$ cat src/rtl/i2c_reg_ctrl.sv
// Write sequencer between the I2C slave front-end and the LED register bank.
// Optional pointer auto-increment after each write: define I2C_REG_CTRL_AUTOINC_EN.
module i2c_reg_ctrl #(
  parameter int NUM_REGS = 16,
  parameter int ADDR_W   = 4,
  parameter int DATA_W   = 8
) (
  input  logic              clk,
  input  logic              reset,
  input  logic              start_i,
  input  logic              stop_i,
  input  logic              address_valid_i,
  input  logic [7:0]        address_i,
  input  logic              data_valid_i,
  input  logic [DATA_W-1:0] data_i,
  output logic              reg_wr_en_o,
  output logic [ADDR_W-1:0] reg_wr_addr_o,
  output logic [DATA_W-1:0] reg_wr_data_o,
  output logic              commit_o,
  output logic              busy_o,
  output logic              err_o
);

  typedef enum logic [2:0] {
    S_IDLE      = 3'd0,
    S_ADDR_WAIT = 3'd1,
    S_DATA_WAIT = 3'd2,
    S_WRITE     = 3'd3,
    S_COMMIT    = 3'd4
  } state_t;

  localparam logic [8:0]        NUM_REGS_L = 9'(NUM_REGS);
  localparam logic [ADDR_W-1:0] LAST_PTR   = ADDR_W'(NUM_REGS - 1);

  state_t              state_q;
  logic                av_q;
  logic                dv_q;
  logic                suppress_q;
  logic                dirty_q;
  logic                err_q;
  logic [ADDR_W-1:0]   ptr_q;
  logic [ADDR_W-1:0]   ptr_d;
  logic                reg_wr_en_q;
  logic [ADDR_W-1:0]   reg_wr_addr_q;
  logic [DATA_W-1:0]   reg_wr_data_q;
  logic                commit_q;

  logic av_rise;
  logic dv_rise;
  logic addr_oob;

  assign av_rise  = address_valid_i & ~av_q;
  assign dv_rise  = data_valid_i & ~dv_q;
  assign addr_oob = ({1'b0, address_i} >= NUM_REGS_L);

  // Pointer value to use after a write completes.
  always_comb begin
`ifdef I2C_REG_CTRL_AUTOINC_EN
    if (ptr_q == LAST_PTR) begin
      ptr_d = {ADDR_W{1'b0}};
    end else begin
      ptr_d = ptr_q + ADDR_W'(1);
    end
`else
    ptr_d = ptr_q;
`endif
  end

  // Transaction sequencer; strobes are issued on the edge entering WRITE/COMMIT
  // so they are visible for exactly the one cycle spent in that state.
  always_ff @(posedge clk) begin
    if (reset) begin
      state_q       <= S_IDLE;
      av_q          <= 1'b0;
      dv_q          <= 1'b0;
      suppress_q    <= 1'b0;
      dirty_q       <= 1'b0;
      err_q         <= 1'b0;
      ptr_q         <= {ADDR_W{1'b0}};
      reg_wr_en_q   <= 1'b0;
      reg_wr_addr_q <= {ADDR_W{1'b0}};
      reg_wr_data_q <= {DATA_W{1'b0}};
      commit_q      <= 1'b0;
    end else begin
      av_q        <= address_valid_i;
      dv_q        <= data_valid_i;
      reg_wr_en_q <= 1'b0;
      commit_q    <= 1'b0;
      case (state_q)
        S_IDLE: begin
          if (start_i) begin
            state_q    <= S_ADDR_WAIT;
            err_q      <= 1'b0;
            suppress_q <= 1'b0;
          end
        end
        S_ADDR_WAIT, S_DATA_WAIT: begin
          if (start_i) begin
            state_q    <= S_ADDR_WAIT;
            err_q      <= 1'b0;
            suppress_q <= 1'b0;
          end else if (stop_i) begin
            if (dirty_q) begin
              state_q  <= S_COMMIT;
              commit_q <= 1'b1;
              dirty_q  <= 1'b0;
            end else begin
              state_q <= S_IDLE;
            end
          end else if ((state_q == S_ADDR_WAIT) && av_rise) begin
            ptr_q   <= address_i[ADDR_W-1:0];
            state_q <= S_DATA_WAIT;
            if (addr_oob) begin
              err_q      <= 1'b1;
              suppress_q <= 1'b1;
            end
          end else if ((state_q == S_DATA_WAIT) && dv_rise) begin
            state_q <= S_WRITE;
            if (!suppress_q) begin
              reg_wr_en_q   <= 1'b1;
              reg_wr_addr_q <= ptr_q;
              reg_wr_data_q <= data_i;
              dirty_q       <= 1'b1;
            end
          end
        end
        S_WRITE: begin
          // The strobe is already out; a START or STOP seen here acts only now.
          ptr_q <= ptr_d;
          if (start_i) begin
            state_q    <= S_ADDR_WAIT;
            err_q      <= 1'b0;
            suppress_q <= 1'b0;
          end else if (stop_i && dirty_q) begin
            state_q  <= S_COMMIT;
            commit_q <= 1'b1;
            dirty_q  <= 1'b0;
          end else if (stop_i) begin
            state_q <= S_IDLE;
          end else begin
            state_q <= S_DATA_WAIT;
          end
        end
        S_COMMIT: begin
          if (start_i) begin
            state_q    <= S_ADDR_WAIT;
            err_q      <= 1'b0;
            suppress_q <= 1'b0;
          end else begin
            state_q <= S_IDLE;
          end
        end
        default: begin
          state_q <= S_IDLE;
        end
      endcase
    end
  end

  assign reg_wr_en_o   = reg_wr_en_q;
  assign reg_wr_addr_o = reg_wr_addr_q;
  assign reg_wr_data_o = reg_wr_data_q;
  assign commit_o      = commit_q;
  assign busy_o        = (state_q != S_IDLE);
  assign err_o         = err_q;

endmodule

$ cat config.mk
export PLATFORM = sky130hd
export DESIGN_NAME = i2c_reg_ctrl
export DESIGN_NICKNAME = d
export VERILOG_FILES = /design/src/rtl/i2c_reg_ctrl.sv
export SDC_FILE = /design/constraint.sdc
export NUM_CORES = 1
export LEC_CHECK = 0
export ABC_AREA = 1
export CORE_UTILIZATION = 39
export DETAILED_ROUTE_END_ITERATION = 7
export PLACE_DENSITY = 0.74
export RECOVER_POWER = 25
export SLEW_MARGIN = 0
export SYNTH_ARGS = -nofsm -noshare
export SYNTH_HDL_FRONTEND = slang
export SYNTH_SLANG_ARGS = --single-unit
$ cat constraint.sdc
create_clock -name clk -period 1.3 [get_ports clk]
set_input_delay 0.26 -clock clk [delete_from_list [all_inputs] [get_ports clk]]
set_output_delay 0.26 -clock clk [all_outputs]
set_load 0.02 [all_outputs]
# Word level (Yosys, flattened, before mapping)
# Index checks and enable logic that the tools add are counted.
dict set report totals {
  elab_cells 84
  output_inout_bits 16
  ff_bits 25
}
dict set report classes {
  eq_ne 16
  order_cmp 1
  n_bitwise 10
  reduce_logical 15
  muxes 32
}
# operator count
set ops {}
lappend ops {{$mux W3} 8}
lappend ops {{$mux W1} 19}
lappend ops {{$ne A3 B3 Y1 const B} 6}
lappend ops {{$pmux W3 S4} 1}
lappend ops {{$ge A8 B5 Y1 const B} 1}
lappend ops {{$ne A2 B2 Y1 const B} 4}
lappend ops {{$not A1 Y1} 8}
lappend ops {{$reduce_and A7 Y1} 1}
lappend ops {{$eq A3 B2 Y1 const B} 2}
lappend ops {{$pmux W1 S2} 3}
lappend ops {{$reduce_and A6 Y1} 1}
lappend ops {{$reduce_or A6 Y1} 1}
lappend ops {{$ne A5 B5 Y1 const B} 1}
lappend ops {{$reduce_and A5 Y1} 1}
lappend ops {{$reduce_and A4 Y1} 1}
lappend ops {{$reduce_bool A2 Y1} 2}
lappend ops {{$eq A3 B1 Y1 const B} 1}
lappend ops {{$eq A3 B3 Y1 const B} 1}
lappend ops {{$logic_and A1 B1 Y1} 3}
lappend ops {{$logic_not A3 Y1} 1}
lappend ops {{$reduce_bool A3 Y1} 1}
lappend ops {{$reduce_or A3 Y1} 1}
lappend ops {{$and A1 B1 Y1} 2}
lappend ops {{$mux W2} 1}
lappend ops {{other kinds (3)} 3}

# Depth between registers and ports, before layout
dict set report depth {
  word_depth 8
  ltp_mapped 9
  mapped_depth_nobuf 8
}

# Least setup slack after synthesis
# No wires, ideal clock.
dict set report synth_timing {
  path_kind {register -> register}
  startpoint {reg state_q[1]}
  endpoint {reg reg_wr_addr_q[0] (netlist: reg_wr_addr_o[0])}
  path_slack_ps 83
  setup_ps 113
  stages_incl_launch_ff 9
  arrival_ps 1103
  required_time_ps 1187
  path_cell_list {dfxtp_1 > inv_2 > nor2_2 > nand3_2 > nor2_2 > nand3_2 > buf_4 > o21ai_1 > nor2_1}
}
dict set report synth_between {
  elab_chain_len 4
}
# element line_no
set synth_lines {}
lappend synth_lines {{start, declared} 35} ;# state_t state_q;
lappend synth_lines {{start signal, assigned} 73} ;# state_q <= S_IDLE;
lappend synth_lines {{start signal, assigned} 92} ;# state_q <= S_ADDR_WAIT;
lappend synth_lines {{start signal, assigned} 99} ;# state_q <= S_ADDR_WAIT;
lappend synth_lines {{$eq A3 B1 Y1} {89, 110}}
lappend synth_lines {{$logic_and A1 B1 Y1} 110} ;# end else if ((state_q == S_ADDR_WAIT) && av_rise) begin
lappend synth_lines {{$not A1 Y1 (no line)} -}
lappend synth_lines {{$reduce_and A6 Y1 (no line) (*)} -}
lappend synth_lines {{end signal, assigned} 81} ;# reg_wr_addr_q <= {ADDR_W{1'b0}};
lappend synth_lines {{end signal, assigned} 121} ;# reg_wr_addr_q <= ptr_q;
lappend synth_lines {{end, declared} 44} ;# logic [ADDR_W-1:0] reg_wr_addr_q;
# Every way passes the cells marked *; elsewhere a longest branch is shown, timed or not.
# A chain may end at the register's enable or synchronous reset.

# Worst setup path after layout
# Ends and elaborated chain as after synthesis.

==> flow_summary.html <==
<table>
<tr><th>Metric</th><th>Value</th></tr>
<tr><th colspan="2">Outcome</th></tr>
<tr><td>Result of the run</td><td>finished, violations left</td></tr>
<tr><td>Violated checks</td><td>negative setup slack</td></tr>
<tr><th colspan="2">Layout</th></tr>
<tr><td>Final #Nets</td><td>approximately 230</td></tr>
<tr><td>Commonest non-fill, non-tap cell in the layout</td><td>sky130_fd_sc_hd__nor2_1</td></tr>
<tr><td>Commonest cells after routing, fill and taps aside</td><td>sky130_fd_sc_hd__nor2_1 (32), sky130_fd_sc_hd__dfxtp_1 (22), sky130_fd_sc_hd__clkdlybuf4s50_1 (21), sky130_fd_sc_hd__nand2_1 (16), sky130_fd_sc_hd__buf_4 (13)</td></tr>
<tr><td>Inserted Diodes</td><td>0</td></tr>
<tr><td>Post-route design area</td><td>0.00181 mm2</td></tr>
<tr><td>Ratio of cells with drive above 1 in the final layout</td><td>0.338</td></tr>
<tr><td>Syn-to-layout area delta</td><td>74.8%</td></tr>
<tr><th colspan="2">STA</th></tr>
<tr><td>Setup repair after global routing missed its margin</td><td>yes</td></tr>
<tr><td>Endpoints failing setup</td><td>15</td></tr>
<tr><td>Fmax</td><td>between 0.7 and 0.8 GHz</td></tr>
<tr><td>Slew margin rel.</td><td>0.541</td></tr>
<tr><td>Post-route worst hold slack</td><td>between 0.4 and 0.5 ns</td></tr>
<tr><td>Slew at the pin with the worst max-slew slack</td><td>about 0.7 ns</td></tr>
<tr><td>Final Critical Period</td><td>around 1.4 ns</td></tr>
<tr><td>Number of failing hold endpoints at the final stage</td><td>0</td></tr>
<tr><td>Pins over their slew limit</td><td>0</td></tr>
<tr><td>Post-route worst setup slack</td><td>-0.0872 ns</td></tr>
<tr><td>Worst Clk Skew</td><td>roughly 0.0017 ns</td></tr>
<tr><td>Share of the clock period used by the worst path after layout</td><td>1.07</td></tr>
<tr><th colspan="2">Clock tree</th></tr>
<tr><td>Hold-fix buffers at CTS</td><td>0</td></tr>
<tr><td>Max Buffers Root-to-Sink</td><td>2</td></tr>
<tr><td>Total clock sinks</td><td>25</td></tr>
<tr><td>CTS Buf Count</td><td>3</td></tr>
<tr><td>TritonCTS clock tree</td><td>yes</td></tr>
<tr><td>H-tree depth</td><td>1</td></tr>
<tr><td>Library cell used as clock root buffer</td><td>sky130_fd_sc_hd__clkbuf_4</td></tr>
<tr><td>Insertion delay to the later sink of the worst-skew pair</td><td>around 0.30 ns</td></tr>
<tr><td>Clock slew at reported path FFs</td><td>between 0.1 and 0.15 ns</td></tr>
<tr><th colspan="2">Critical path</th></tr>
<tr><td>Critical path required time</td><td>roughly 1.5 ns</td></tr>
<tr><td>Launch point of the worst reg-to-reg path</td><td>state_q[1]$_SDFFE_PP0P_</td></tr>
<tr><td>R2r setup slk</td><td>-0.09 ns</td></tr>
<tr><td>Worst-path cell chain</td><td>buf_6 &gt; inv_4 &gt; nor2_4 &gt; nand3_4 &gt; nor2_4 &gt; nand3_4 &gt; buf_6 &gt; o21ai_2 &gt; nor2_1</td></tr>
<tr><td>Number of cell instances on the worst register-to-register path</td><td>9</td></tr>
<tr><td>Critical Path Source Type</td><td>flop</td></tr>
<tr><td>CP Capture Type</td><td>flop</td></tr>
<tr><td>WS Path Type</td><td>flop to flop</td></tr>
<tr><td>Reg-to-reg endpoint</td><td>reg_wr_addr_o[0]$_SDFFE_PP0P_</td></tr>
<tr><td>Crit path largest cell delay</td><td>0.39 ns</td></tr>
<tr><td>Worst Path Max Fanout</td><td>4</td></tr>
<tr><td>Master of the slowest instance on the critical path</td><td>sky130_fd_sc_hd__dfxtp_4</td></tr>
<tr><td>Critical path arrival</td><td>between 1.5 and 2 ns</td></tr>
<tr><th colspan="2">Floorplan</th></tr>
<tr><td>Ports placed on the boundary</td><td>38</td></tr>
<tr><td>Chip Width</td><td>approximately 53 um</td></tr>
<tr><td>Area enclosed by the die boundary</td><td>0.00286 mm2</td></tr>
<tr><td>Number of core rows</td><td>18</td></tr>
<tr><td>Chip height</td><td>~53 um</td></tr>
<tr><td>Initial Utilization</td><td>0.413</td></tr>
<tr><td>Placeable core region</td><td>0.00250 mm2</td></tr>
<tr><th colspan="2">Placed design</th></tr>
<tr><td>Number of buffer cells added on primary ports</td><td>37</td></tr>
<tr><td>Routability Congestion</td><td>~0.87</td></tr>
<tr><td>Total half-perimeter wirelength after legalization and detailed placement</td><td>about 1.9 mm</td></tr>
<tr><td>Area post-placement</td><td>roughly 0.0015 mm2</td></tr>
<tr><th colspan="2">Route</th></tr>
<tr><td>Pre-Repair DR Iteration Count</td><td>4</td></tr>
<tr><td>Count of antenna-violating nets left after detailed routing</td><td>0</td></tr>
<tr><td>Number of vias per cell after detailed routing</td><td>about 4.8</td></tr>
<tr><td>Post-Route WL</td><td>2.81 mm</td></tr>
<tr><td>Post-detailed-route DRC marker count</td><td>0</td></tr>
<tr><td>Post-DR wirelength/cell</td><td>between 10 and 15 um</td></tr>
<tr><td>1st-iter DRT viols</td><td>18</td></tr>
<tr><td>Total number of vias</td><td>1130</td></tr>
<tr><th colspan="2">Global routing</th></tr>
<tr><td>Largest net degree at the start of global routing</td><td>16</td></tr>
<tr><td>Number of antenna violations at the first check in global routing</td><td>0</td></tr>
<tr><td>Total grt overflow</td><td>0</td></tr>
<tr><td>Global router's overall resource usage</td><td>0.215</td></tr>
<tr><td>Number of global-route vias before repair</td><td>1082</td></tr>
<tr><td>Wire length of the first global-routing pass</td><td>~4.4 mm</td></tr>
<tr><th colspan="2">Power</th></tr>
<tr><td>Design Power</td><td>1.58 mW</td></tr>
<tr><td>Power density relative to cell area</td><td>between 800 and 900 mW/mm2</td></tr>
<tr><td>Maximum ir drop on the vdd rail</td><td>around 740 uV</td></tr>
<tr><td>Static leakage</td><td>~0.76 nW</td></tr>
<tr><th colspan="2">Min path</th></tr>
<tr><td>Worst hold-check path type</td><td>input pin to flop</td></tr>
<tr><td>Endpoint of the worst hold-timing path</td><td>av_q$_SDFF_PP0_</td></tr>
<tr><td>Number of cells on the worst hold path</td><td>3</td></tr>
<tr><td>Start point of the worst hold path</td><td>address_valid_i</td></tr>
<tr><th colspan="2">Yosys</th></tr>
<tr><td>Syn nets</td><td>approximately 170</td></tr>
<tr><td>Sequential-to-total area share from yosys stat</td><td>0.484</td></tr>
<tr><td>Number of unique standard cell types used by synthesis</td><td>18</td></tr>
<tr><td>Yosys reg bits</td><td>25</td></tr>
<tr><td>Post-synthesis instance area</td><td>0.00103 mm2</td></tr>
<tr><td>Count of warnings emitted by yosys</td><td>0</td></tr>
<tr><td>Synthesized instance count</td><td>about 140</td></tr>
<tr><td>Avg Synthesized Cell Area</td><td>approximately 7.2 um2</td></tr>
<tr><th colspan="2">Run</th></tr>
<tr><td>Number of max-cap violations</td><td>0</td></tr>
</table>
area by class of cell:
type	instances	area, um2
clock buffer	4	26.3
fill	185	693
inverter	14	65.1
multi-input combinational	101	607
sequential	25	507
tap	30	37.5
timing repair buffer	60	564
logic make-up after synthesis:
logic type	count (synthesis)	synth area share
and+or+nand+nor	76	0.318
DFF	25	0.484
AOI/OAI and AO/OA	25	0.121
buffers and inverters	18	0.0763
flip-flops by register name, indices dropped and copies added (netlist names):
name           cells
av_q               1
commit_o           1
dirty_q            1
dv_q               1
err_o              1
ptr_d              4
reg_wr_addr_o      4
reg_wr_data_o      8
reg_wr_en_o        1
state_q            3
metrics by stage:
| step | utilization | setup TNS, ns | setup WS (ns) | cells |
|---|---|---|---|---|
| global route | 0.723 | -2.25 | -0.173 | 234 |
| CTS | 0.698 | -1.79 | -0.143 | 233 |
| global placement | 0.617 | -6.92 | -0.358 | 224 |
| floorplan | - | 0 | 0.0835 | 144 |
| detailed placement | 0.617 | -7.35 | -0.371 | 224 |
| finish | 0.723 | -1.06 | -0.0872 | 234 |
per-layer routing:
metal,track usage,vias to the layer above,routed length (um)
li1,-,585,-
met1,0.218,507,1140
met2,0.431,32,1510
met3,0.0431,6,138
met4,0.0570,0,30
met5,0,-,0
report_power, final:
part / switching, mW / internal, mW / leakage [nW]
clock network: 0.210 / 0.120 / 0.0150
registers: 0.0151 / 0.786 / 0.204
logic: 0.218 / 0.230 / 0.539
total: 0.443 / 1.14 / 0.758
cells in the mapped netlist (all sizes together):
master   n  area (um2)
nor2    40         158
dfxtp   25         500
nand2   18        67.6
o21ai   15        75.1
inv     14        52.6
nand3   14        80.1
a21oi   10        50.1
buf      3        22.5
nand4    2        12.5
clkbuf   1        3.75
nor3     1        5.00
nor4     1        6.26
critical path: cells and delay by family, from the launching register on:
family                 cells  cell delay [ns]
AOI/OAI and AO/OA          1             0.11
buffers and inverters      3             0.32
DFF                        1             0.39
and+or+nand+nor            5             0.47
how the worst max path moves through the flow:
stage                                 start                            end  slack (ns)  depth (start not counted)
floorplan           state_q[1]$_SDFFE_PP0P_  reg_wr_addr_o[0]$_SDFFE_PP0P_        0.08                          8
global placement            address_valid_i           dirty_q$_SDFFE_PP0P_       -0.36                          9
detailed placement          address_valid_i          ptr_d[1]$_SDFFE_PP0P_       -0.37                          8
CTS                 state_q[0]$_SDFFE_PP0P_  reg_wr_data_o[1]$_SDFFE_PP0P_       -0.14                         10
global route        state_q[0]$_SDFFE_PP0P_        state_q[1]$_SDFFE_PP0P_       -0.17                          8
finish              state_q[1]$_SDFFE_PP0P_  reg_wr_addr_o[0]$_SDFFE_PP0P_       -0.09                          9
repair_timing:
item,in CTS,in global routing
endpoints found under the hold margin,0,0
gates cloned,1,0
buffers inserted,4,2
endpoints found under the setup margin,35,29
pin swaps,7,9
gates resized for setup,67,25
Note: power is estimated with default switching activity, not from simulation.
==> variant 1: new RTL, same flow settings <==
Register the output `reg_wr_en_o` once more, cleared by the reset; this adds one clock of latency there. The other outputs are not delayed to match.
--- a/src/rtl/i2c_reg_ctrl.sv
+++ b/src/rtl/i2c_reg_ctrl.sv
@@ -158,5 +158,11 @@
   end
 
-  assign reg_wr_en_o   = reg_wr_en_q;
+  always_ff @(posedge clk) begin
+    if (reset) begin
+      reg_wr_en_o <= '0;
+    end else begin
+      reg_wr_en_o <= reg_wr_en_q;
+    end
+  end
   assign reg_wr_addr_o = reg_wr_addr_q;
   assign reg_wr_data_o = reg_wr_data_q;
Behaviour: not the same (Yosys sat finds a counterexample within 4 cycles, from zero or initial values and one cycle with reset high).
==> variant 1 against the original RTL <==
  * The flow still finishes with violations (negative setup slack)
  * Total power up 32%
  * Sequential cell count is 1 higher
  * Cell area fell by 3.7%
  * Area after synthesis is 5.8% higher
  * Wire length increased by 1.4%
  * Synthesized cell count grew 5.6%
  * Worst setup slack improved by 0.0089 ns
  * Maximum frequency grew 0.65%
==> variant 1: results (changes against the original RTL) <==
INFO  metric outcome = finished, violations left
INFO  metric violations_in_the_final_reports = negative setup slack
INFO  metric placement.cell_area = 1620 µm² (+4.9%)
INFO  metric timing.critical_path.slowest_stage_cell = sky130_fd_sc_hd__dfxtp_2
INFO  metric gr-usage-met3 = 4.64% (+0.33 points)
INFO  metric areaGrowthSynthToFinish = 59.2%
INFO  metric worst-endpoint-arrival = 1.12 ns (-0.48 ns)
INFO  metric ir_worst_vdd = 0.792 mV (+7.3%)
INFO  metric critPathTopFamily = flip-flops
INFO  metric crit_path_end = busy_o
INFO  metric fillerInstances = 229 (+24%)
INFO  metric clk_share = 3.02% (+1.6 points)
INFO  metric buffer_area_share = 27.7% (-3.5 points)
INFO  metric layout_setup_ws = -0.0783 ns (+0.00889 ns)
INFO  metric crit-reg2reg-launch = state_q[0]
INFO  metric critical_path.max_stage_delay = 0.35 ns (-0.04 ns)
INFO  metric setup-tns-final = -0.107 ns (+0.954 ns)
INFO  metric final_weighted_congestion_in_routability_driven_placement = 0.827 (-4.6%)
INFO  metric hold_path_end = err_o
INFO  metric drt-total-wl = 2.85 mm (+1.4%)
INFO  metric finalNetCount = 230 (+1.3%)
INFO  metric syn_nets = 174 (+4.8%)
INFO  metric path_class = flip-flop to output port
INFO  metric nonClockInverterCount = 16 (+2)
INFO  metric placement.setup.worst_slack = -0.366 ns (+0.00570 ns)
INFO  metric critical_path.reg2reg.endpoint = reg_wr_data_o[3]
INFO  metric finalSetupViolCount = 3 (-12)
INFO  metric rrSetupSlack = -0.02 ns (+0.07 ns)
[variant 1: kinds of logic after synthesis]
kind of cell	share of synthesized area, %
flip-flops	47.6
AND/OR/NAND/NOR	32.5
buffers and inverters	8.35
AO/OA/AOI/OAI	11.6
[variant 1: worst register-to-register path, stage by stage (launching register included)]
cell	delay (ns)
sky130_fd_sc_hd__dfxtp_2	0.35
sky130_fd_sc_hd__inv_2	0.06
sky130_fd_sc_hd__buf_4	0.13
sky130_fd_sc_hd__nand3_4	0.07
sky130_fd_sc_hd__nor2_4	0.09
sky130_fd_sc_hd__nand2_2	0.08
sky130_fd_sc_hd__nor2_4	0.15
sky130_fd_sc_hd__inv_4	0.10
sky130_fd_sc_hd__nor2_1	0.13
sky130_fd_sc_hd__nor2_1	0.06
[variant 1: power by group through the flow]
stage	logic, mW	registers [mW]	clock network (mW)
after floorplan	0.262	0.891	0
after global placement	0.541	0.874	0
after detailed placement	0.554	0.875	0
after CTS	0.552	0.861	0.573
after global routing	0.723	0.873	0.603
final	0.658	0.867	0.562
==> variant 2: new RTL, config.mk and constraints unchanged <==
Without the edit above. The option `I2C_REG_CTRL_AUTOINC_EN` is turned on by a define.
--- a/src/rtl/i2c_reg_ctrl.sv
+++ b/src/rtl/i2c_reg_ctrl.sv
@@ -1,4 +1,6 @@
 // Write sequencer between the I2C slave front-end and the LED register bank.
 // Optional pointer auto-increment after each write: define I2C_REG_CTRL_AUTOINC_EN.
+`define I2C_REG_CTRL_AUTOINC_EN
+
 module i2c_reg_ctrl #(
   parameter int NUM_REGS = 16,
Function: changed (a bounded check fails within 10 cycles, from zero or initial values and one cycle with reset high).
==> variant 2 against the original RTL <==
  * The run ends with design-rule violations, negative setup slack left
  * Cell area increased by 7.1%
  * Utilization down 3.9 points
  * Cell count rose by 14%
  * Worst setup slack better by 0.019 ns
  * Area after synthesis up 16%
  * Sequential cell count did not move
  * Wire length up 15%
  * Global-route usage down 2.3 points
  * Non-clock buffer count increased by 4
  * Via count grew 18%
  * Highest routed layer unchanged
Power is not compared: it rests on default switching activity, and its combinational part moved more than twofold at a synthesized area within 25%.
==> variant 2: results (changes against the original RTL) <==
INFO  metric placement.cell_area = 1780 µm² (+16%)
INFO  metric violations_in_the_final_reports = design-rule violations, negative setup slack
INFO  metric final_weighted_congestion_in_routability_driven_placement = 0.859 (-0.89%)
INFO  metric drive_gt1_share = 33.5% (-0.35 points)
INFO  metric layout_setup_ws = -0.0678 ns (+0.0194 ns)
INFO  metric clock-skew-final = 0.000475 ns (-0.00126 ns)
INFO  metric grt_usage = 19.3% (-2.3 points)
INFO  metric syn_area_per_cell = 7.02 µm² (-2.1%)
INFO  metric netlist_top_cells_area = sky130_fd_sc_hd__dfxtp_1 42%, sky130_fd_sc_hd__nor2_1 12%, sky130_fd_sc_hd__nand2_1 11%
INFO  metric outcome = finished, violations left
INFO  metric finalSetupViolCount = 3 (-12)
INFO  metric grt_pass1_vias = 1210 (+12%)
INFO  metric detail_route.wl_per_cell = 12.1 µm (+0.42%)
INFO  metric yosys-top-cells-count = 37 x sky130_fd_sc_hd__nor2_1, 35 x sky130_fd_sc_hd__nand2_1, 25 x sky130_fd_sc_hd__dfxtp_1, 15 x sky130_fd_sc_hd__nand3_1, 13 x sky130_fd_sc_hd__inv_1
INFO  metric worst-endpoint-arrival = 1.11 ns (-0.49 ns)
INFO  metric finalNetCount = 260 (+15%)
INFO  metric drt_drc_violations_left = 1 (+1)
INFO  metric placement.setup.worst_slack = -0.384 ns (-0.0126 ns)
INFO  metric largest_net_degree_at_the_start_of_global_routing = 17 (+1)
INFO  metric fillerInstances = 232 (+25%)
INFO  metric detail_route.vias_per_cell = 5.01 (+3.9%)
INFO  metric synth.yosys.seq_area_share = 41.7% (-6.8 points)
INFO  metric worst_slew_margin_rel = 86.4% (+32 points)
INFO  metric post-dp-hpwl = 2.28 mm (+18%)
INFO  metric via_count = 1339 (+18%)
INFO  metric syn_nets = 194 (+17%)
==> variant 2: cell types whose count changed after synthesis, moves of 2 or more <==
cell,unedited run,this run
sky130_fd_sc_hd__inv_1,11,13
sky130_fd_sc_hd__nand2_1,18,35
sky130_fd_sc_hd__o21ai_1,9,0
sky130_fd_sc_hd__o21ai_2,0,6
sky130_fd_sc_hd__nand3_1,12,15
sky130_fd_sc_hd__nand2_2,0,5
sky130_fd_sc_hd__nor2_2,3,1
sky130_fd_sc_hd__nor2_4,0,2
==> variant 2: cells by family after synthesis <==
family / count (synthesis) / synth area share (%)
flip-flops: 25 / 41.7
AND/OR/NAND/NOR: 102 / 38.0
buffers and inverters: 19 / 6.98
adder cells (fa/ha/maj): 1 / 1.04
AO/OA/AOI/OAI: 23 / 11.6
XOR/XNOR: 1 / 0.729
==> variant 2: repair_timing <==
item | 4_1_cts | 5_1_grt
setup endpoints to repair | 34 | 33
buffers inserted | 1 | 3
gates resized for setup | 38 | 42
pin swaps | 3 | 10
==> variant 2: path summary, 6_finish.rpt <==
path,cells after the start,to,slack (ns)
worst max-delay path,3,busy_o,-0.07
worst min-delay path,3,av_q,0.50
worst max register to register,8,dirty_q,-0.03
worst min register to register,2,reg_wr_data_o[6],0.52
==> variant 2: area by class of cell <==
class	count	area share (%)
Tap cell	31	2.01
Clock inverter	1	0.259
Sequential cell	25	26.1
Multi-Input combinational cell	127	37.2
Clock buffer	3	1.16
Timing Repair Buffer	64	30.1
Inverter	16	3.23
==> variant 2: power by group <==
| group | switching [mW] | internal (mW) |
|---|---|---|
| clock | 0.229 | 0.115 |
| sequential | 0.0778 | 0.878 |
| combinational | 0.824 | 0.655 |
==> variant 2: metrics by stage <==
step / TNS, ns / util (%)
6_report: -0.104 / 68.4
4_1_cts: 0 / 65.6
2_1_floorplan: 0 / -
3_3_place_gp: -6.06 / 63.1
5_1_grt: -1.17 / 68.4
3_5_place_dp: -6.80 / 63.1
==> variant 2: per-layer routing <==
layer / global-route usage (%) / routed length (µm) / vias up
li1: - / - / 685
met1: 25.1 / 1420 / 606
met2: 32.7 / 1580 / 42
met3: 3.17 / 160 / 6
met4: 5.57 / 63 / 0
met5: 0 / 0 / -
==> variant 2: critical path: stages (launching register included) <==
cell and delay [ns]:
sky130_fd_sc_hd__dfxtp_2 0.36, sky130_fd_sc_hd__inv_4 0.10, sky130_fd_sc_hd__nand3_1 0.14, sky130_fd_sc_hd__buf_2 0.19
